### config.mk
export PLATFORM = sky130hd
export DESIGN_NAME = spi_byte_rx
export DESIGN_NICKNAME = d
export VERILOG_FILES = /design/src/rtl/spi_byte_rx.sv
export SDC_FILE = /design/constraint.sdc
export NUM_CORES = 1
export LEC_CHECK = 0
export CAP_MARGIN = 15
export CORE_MARGIN = 5
export CORE_UTILIZATION = 35
export DETAILED_ROUTE_END_ITERATION = 12
export PLACE_DENSITY_LB_ADDON = 0.12
export SETUP_SLACK_MARGIN = 0.2
export SLEW_MARGIN = 20
export SYNTH_ARGS = -nofsm -noshare
export SYNTH_HDL_FRONTEND = slang
export SYNTH_SLANG_ARGS = --single-unit
### constraint.sdc
create_clock -name clk -period 2.2 [get_ports clk]
set_clock_uncertainty 0.2 [all_clocks]
set_input_delay 0.33 -clock clk [delete_from_list [all_inputs] [get_ports clk]]
set_output_delay 0.33 -clock clk [all_outputs]
set_load 0.05 [all_outputs]
### src/rtl/spi_byte_rx.sv
// SPI byte receiver: synchronizes an external clock/enable/data stream and
// deserializes it into bytes held behind a valid/ready output register.
module spi_byte_rx #(
    parameter int SYNC_STAGES = 2,
    parameter bit MSB_FIRST   = 1'b1
) (
    input  logic       clk,
    input  logic       rst,
    input  logic       spi_clk,
    input  logic       spi_en,
    input  logic       spi_data,
    output logic [7:0] data_out,
    output logic       out_valid,
    input  logic       out_ready,
    output logic       busy,
    output logic       frame_err,
    output logic       overrun,
    input  logic       clr_err
);

    typedef enum logic {
        IDLE,
        SHIFT
    } state_t;

    localparam logic [2:0] FILL_LEN = 3'(SYNC_STAGES);

    state_t                 state;
    state_t                 state_next;
    logic [SYNC_STAGES-1:0] sclk_sync;
    logic [SYNC_STAGES-1:0] en_sync;
    logic [SYNC_STAGES-1:0] data_sync;
    logic                   sclk_prev;
    logic                   sclk_s;
    logic                   en_s;
    logic                   data_s;
    logic                   rise;
    logic [2:0]             fill_cnt;
    logic                   armed;
    logic [2:0]             bit_cnt;
    logic [2:0]             bit_cnt_next;
    logic [7:0]             shift_reg;
    logic [7:0]             shift_next;
    logic [7:0]             shifted;
    logic                   byte_done;
    logic                   frame_err_next;
    logic                   load;
    logic                   drop;

    // NOTE: every flop below uses <= so all registers update from the same
    // pre-edge values; a blocking = here would let later stages see new data.
    always_ff @(posedge clk or negedge rst) begin
        if (!rst) begin
            sclk_sync <= '0;
            en_sync   <= '0;
            data_sync <= '0;
            sclk_prev <= 1'b0;
        end else begin
            sclk_sync <= {sclk_sync[SYNC_STAGES-2:0], spi_clk};
            en_sync   <= {en_sync[SYNC_STAGES-2:0], spi_en};
            data_sync <= {data_sync[SYNC_STAGES-2:0], spi_data};
            sclk_prev <= sclk_s;
        end
    end

    assign sclk_s = sclk_sync[SYNC_STAGES-1];
    assign en_s   = en_sync[SYNC_STAGES-1];
    assign data_s = data_sync[SYNC_STAGES-1];
    assign rise   = sclk_s & ~sclk_prev;
    assign busy   = en_s;

    // The synchronized enable is only trustworthy once the chain has filled
    // after reset; a frame already running at that point must end before we
    // accept a new one, otherwise we would lock onto it mid-byte.
    always_ff @(posedge clk or negedge rst) begin
        if (!rst) begin
            fill_cnt <= 3'd0;
            armed    <= 1'b0;
        end else if (fill_cnt != FILL_LEN) begin
            fill_cnt <= fill_cnt + 3'd1;
        end else if (!en_s) begin
            armed <= 1'b1;
        end
    end

    always_comb begin
        if (MSB_FIRST) shifted = {shift_reg[6:0], data_s};
        else           shifted = {data_s, shift_reg[7:1]};
    end

    // NOTE: each output of this block is given a default before the case so
    // no path leaves it unassigned, which would infer a latch.
    always_comb begin
        state_next     = state;
        bit_cnt_next   = bit_cnt;
        shift_next     = shift_reg;
        byte_done      = 1'b0;
        frame_err_next = 1'b0;
        case (state)
            IDLE: begin
                bit_cnt_next = 3'd0;
                if (en_s && armed) state_next = SHIFT;
            end
            SHIFT: begin
                if (!en_s) begin
                    // Enable drop outranks a coincident clock rise.
                    state_next     = IDLE;
                    bit_cnt_next   = 3'd0;
                    frame_err_next = (bit_cnt != 3'd0);
                end else if (rise) begin
                    shift_next   = shifted;
                    bit_cnt_next = bit_cnt + 3'd1;
                    byte_done    = (bit_cnt == 3'd7);
                end
            end
        endcase
    end

    always_ff @(posedge clk or negedge rst) begin
        if (!rst) begin
            state     <= IDLE;
            bit_cnt   <= 3'd0;
            shift_reg <= 8'h00;
            frame_err <= 1'b0;
        end else begin
            state     <= state_next;
            bit_cnt   <= bit_cnt_next;
            shift_reg <= shift_next;
            frame_err <= frame_err_next;
        end
    end

    // A completed byte loads if the holder is empty or being emptied now.
    assign load = byte_done & (~out_valid | out_ready);
    assign drop = byte_done & ~load;

    always_ff @(posedge clk or negedge rst) begin
        if (!rst) begin
            data_out  <= 8'h00;
            out_valid <= 1'b0;
            overrun   <= 1'b0;
        end else begin
            if (load) data_out <= shifted;

            if (load)           out_valid <= 1'b1;
            else if (out_ready) out_valid <= 1'b0;

            if (drop)         overrun <= 1'b1;
            else if (clr_err) overrun <= 1'b0;
        end
    end

endmodule

======== Word level (Yosys, flattened, before mapping) ========
Cells that the tools add are included.
Widths: inputs -> output; s select.
word-level totals
  register bits ........................... 33
cells by class
  add/sub/neg operators ................... 2
  equality and inequality tests ........... 3
  multiplexer cells ....................... 15
  bitwise operators ....................... 10
  reductions and logical operators ........ 6
operators with widths
  operator             number
  $mux 1               11
  $add 3x1->3 const B  2
  $mux 3               2
  $ne 3x2->1 const B   2
  $not 1->1            6
  $pmux 3 s2           1
  $reduce_bool 2->1    2
  $and 1x1->1          3
  $eq 3x3->1 const B   1
  $reduce_and 3->1     1
  $reduce_bool 3->1    1
  $pmux 1 s2           1
  $reduce_and 2->1     1
  $logic_and 1x1->1    1
  $or 1x1->1           1

======== Depth between registers and ports, before layout ========
  depth after elaboration ................. 9
  depth in mapped cells ................... 5
  mapped depth without buffers ............ 5

======== Worst setup path after synthesis ========
No wires, ideal clock.
  kind .................................... register -> register
  start point ............................. register en_sync[1]
  end point ............................... register data_out[0]
  setup time .............................. 125 ps
  arrival ................................. 1,466 ps
  slack ................................... 409 ps
  cell stages (with the launch flop) ...... 5
  path buffers ............................ 1
  cells stage by stage .................... dfrtp_1 and4b_1 buf_6 nand3_4 mux2_2
on the way
  longest elaborated chain between the ends .. 3
ends and longest elaborated chain
  item                    RTL line  RTL
  from (decl)             31        logic [SYNC_STAGES-1:0] en_sync;
  from (signal assigned)  60        en_sync <= {en_sync[SYNC_STAGES-2:0], spi_en};
  $mux 1                  105       if (!en_s) begin
  $mux 1                  99        case (state)
  $and 1x1->1             134       assign load = byte_done & (~out_valid | out_ready);
  to (signal assigned)    143       if (load) data_out <= shifted;
  to (decl)               12        output logic [7:0] data_out,
No other way between the ends.
A chain may end at the register's enable or synchronous reset.

======== Worst setup path after layout ========
  start point ............................. register en_sync[1]
  end point ............................... output busy
RTL lines
  item       RTL line  RTL
  to (decl)  15        output logic busy,
No word-level cell between the ends.

==> metrics <==
Starting Density=0.370; layout cells sized above 1=0.225; register area share after synthesis=0.659; status=finished, final reports clean; Crit Path Class=flip-flop to output port; antenna cell count=0; Hold Buf Count CTS=0; RSZ-0062 raised after global routing=false; Avg WL per Cell=11.8 µm; Post-Syn Area=1250 µm²; Bufs and invs on worst path=1; Reg area=826 µm²; fin. max-slew vios=0; CP cell instances=dlygate4sd2_1; Root Driver=clkbuf_4; total wire length=1850 µm; # nets final=123; area grow syn2layout=22.5%; initial antenna violation count=0; Slew @ Worst Pin=0.508 ns; Critical Path AT=1.28 ns; Peak Freq=0.552 GHz; synth unique cells=17; antenna viol nets, final=0; final worst path period share=0.823; worst vdd ir=0.000439 V; via count=692; CP Launch Type=flip-flop; total die area=4870 µm²; core area=3390 µm²; CTS buffer count=5; initial drt markers=14; clk sinks=33; WHS=0.155 ns; Hold Vio Cnt, Final=0; Post-CTS Resized=12; worst slack after detailed placement=0.389 ns; Vias per Instance=4.41; H-tree Lvls=2; port bufs=18; DRC Markers=0; Worst-path clk slew=0.09 ns; Crit. End Element=output port; Filler Cell Count=328; Final Non-Filler Cells=157; Pwr per Cell Area=693 nW/µm²; crit-path max cell delay=0.55 ns; All-Layer GR Usage=0.0864; Die X=69.8 µm; Largest register FFs=8; setup bufs post-CTS=0; number of core rows=21; Crit Path Max Fanout=6; CTS tree=done; Avg Inst Size Synth=14.7 µm²; gr ovfl total=0; largest net degree at the start of global routing=34; cell count after synthesis=85; Synth Register Bits=33; DR pass1 iterations=3; IO Pins=19; Multi-input gate area=400 µm²; final setup vio count=0; Syn. warnings=0; worst-case clock buffer depth=2; highest-delay cell along the critical path=dlygate4sd2_1; worst min path class=flip-flop to flip-flop; leakage=0.770 nW; first-pass GRT wire length=3310 µm; post-layout min period=1.81 ns; placed insts=150; vias in the first global route=743; crit-path leading delay family=buffers and inverters; Placer Congestion=0.790; setup ws final=0.389 ns; MaxCap Viol Count=0; Die Span Y=69.8 µm; max_slew headroom=0.663; later-pin clock latency in the skew report=0.31 ns; required time of the critical path=1.67 ns; Mapped Nets=97; final setup TNS=0 ns
-- cells in the mapped netlist (all sizes together) --
master | n | area [µm²]
o21a | 1 | 7.51
nand2b | 3 | 18.8
o21bai | 1 | 7.51
dfrtp | 33 | 826
buf | 1 | 11.3
and4b | 1 | 10.0
nand3 | 1 | 17.5
o22ai | 1 | 6.26
nand2 | 7 | 26.3
nor2 | 3 | 11.3
xnor2 | 2 | 17.5
nor3b | 1 | 7.51
nor2b | 2 | 12.5
mux2 | 16 | 180
inv | 4 | 15.0
ha | 5 | 62.6
a21oi | 3 | 15.0
-- layout make-up --
type	instances	share of cell area
flip-flops and latches	33	0.538
multi-input cells	47	0.261
repair buffers	20	0.117
well taps	46	0.0375
clock buffers	7	0.0359
inverters	4	0.00979
-- layer usage --
metal	global-route usage	routed length [µm]	share of wire	up-vias
met3	0.0406	100	0.054	2
li1	-	-	-	338
met2	0.129	828	0.45	14
met1	0.100	900	0.49	338
met5	0	0	0	-
met4	0.0511	16	0.0087	0
-- final timing paths --
check                        startpoint            to  slack, ns  depth (start not counted)
max in group asynchronous           rst   data_out[5]       1.29                          2
max reg2reg                   sclk_prev  shift_reg[0]       0.48                          3
min in group asynchronous           rst   fill_cnt[2]       0.21                          2
min reg2reg                sclk_sync[0]  sclk_sync[1]       0.15                          0
min                        sclk_sync[0]  sclk_sync[1]       0.15                          0
max                          en_sync[1]          busy       0.39                          1
-- power by group --
group | internal (mW) | switching, mW
Sequential | 0.643 | 0.0237
Combinational | 0.0392 | 0.0293
Clock | 0.151 | 0.177
-- cells in the final DEF, fill, tap and decap left out --
cell              n
a21oi_1           3
and4b_1           1
buf_4             2
clkbuf_1          1
clkbuf_4          5
clkbuf_8          1
clkdlybuf4s50_1   6
dfrtp_1          33
dlygate4sd2_1    12
ha_1              5
inv_1             4
mux2_2           16
nand2_1           7
nand2b_1          3
nand3_4           1
nor2_1            3
nor2b_1           2
nor3b_1           1
o21a_1            1
o21bai_1          1
o22ai_1           1
xnor2_1           2
-- cell families after synthesis --
logic type / share of synthesized area
DFF: 0.659
adders and majority gates: 0.0500
and+or+nand+nor: 0.0829
AOI/OAI and AO/OA: 0.0290
muxes: 0.144
buffers and inverters: 0.0210
xor gates and xnor gates: 0.0140
-- through the flow --
step           power [mW]   util  area, µm²
2_1_floorplan       0.713      -       1250
3_3_place_gp        0.750  0.441       1490
3_5_place_dp        0.752  0.441       1490
4_1_cts              1.09  0.453       1530
5_1_grt              1.12  0.453       1530
6_report             1.06  0.453       1530
No activity file was read; power rests on OpenSTA's default activity.
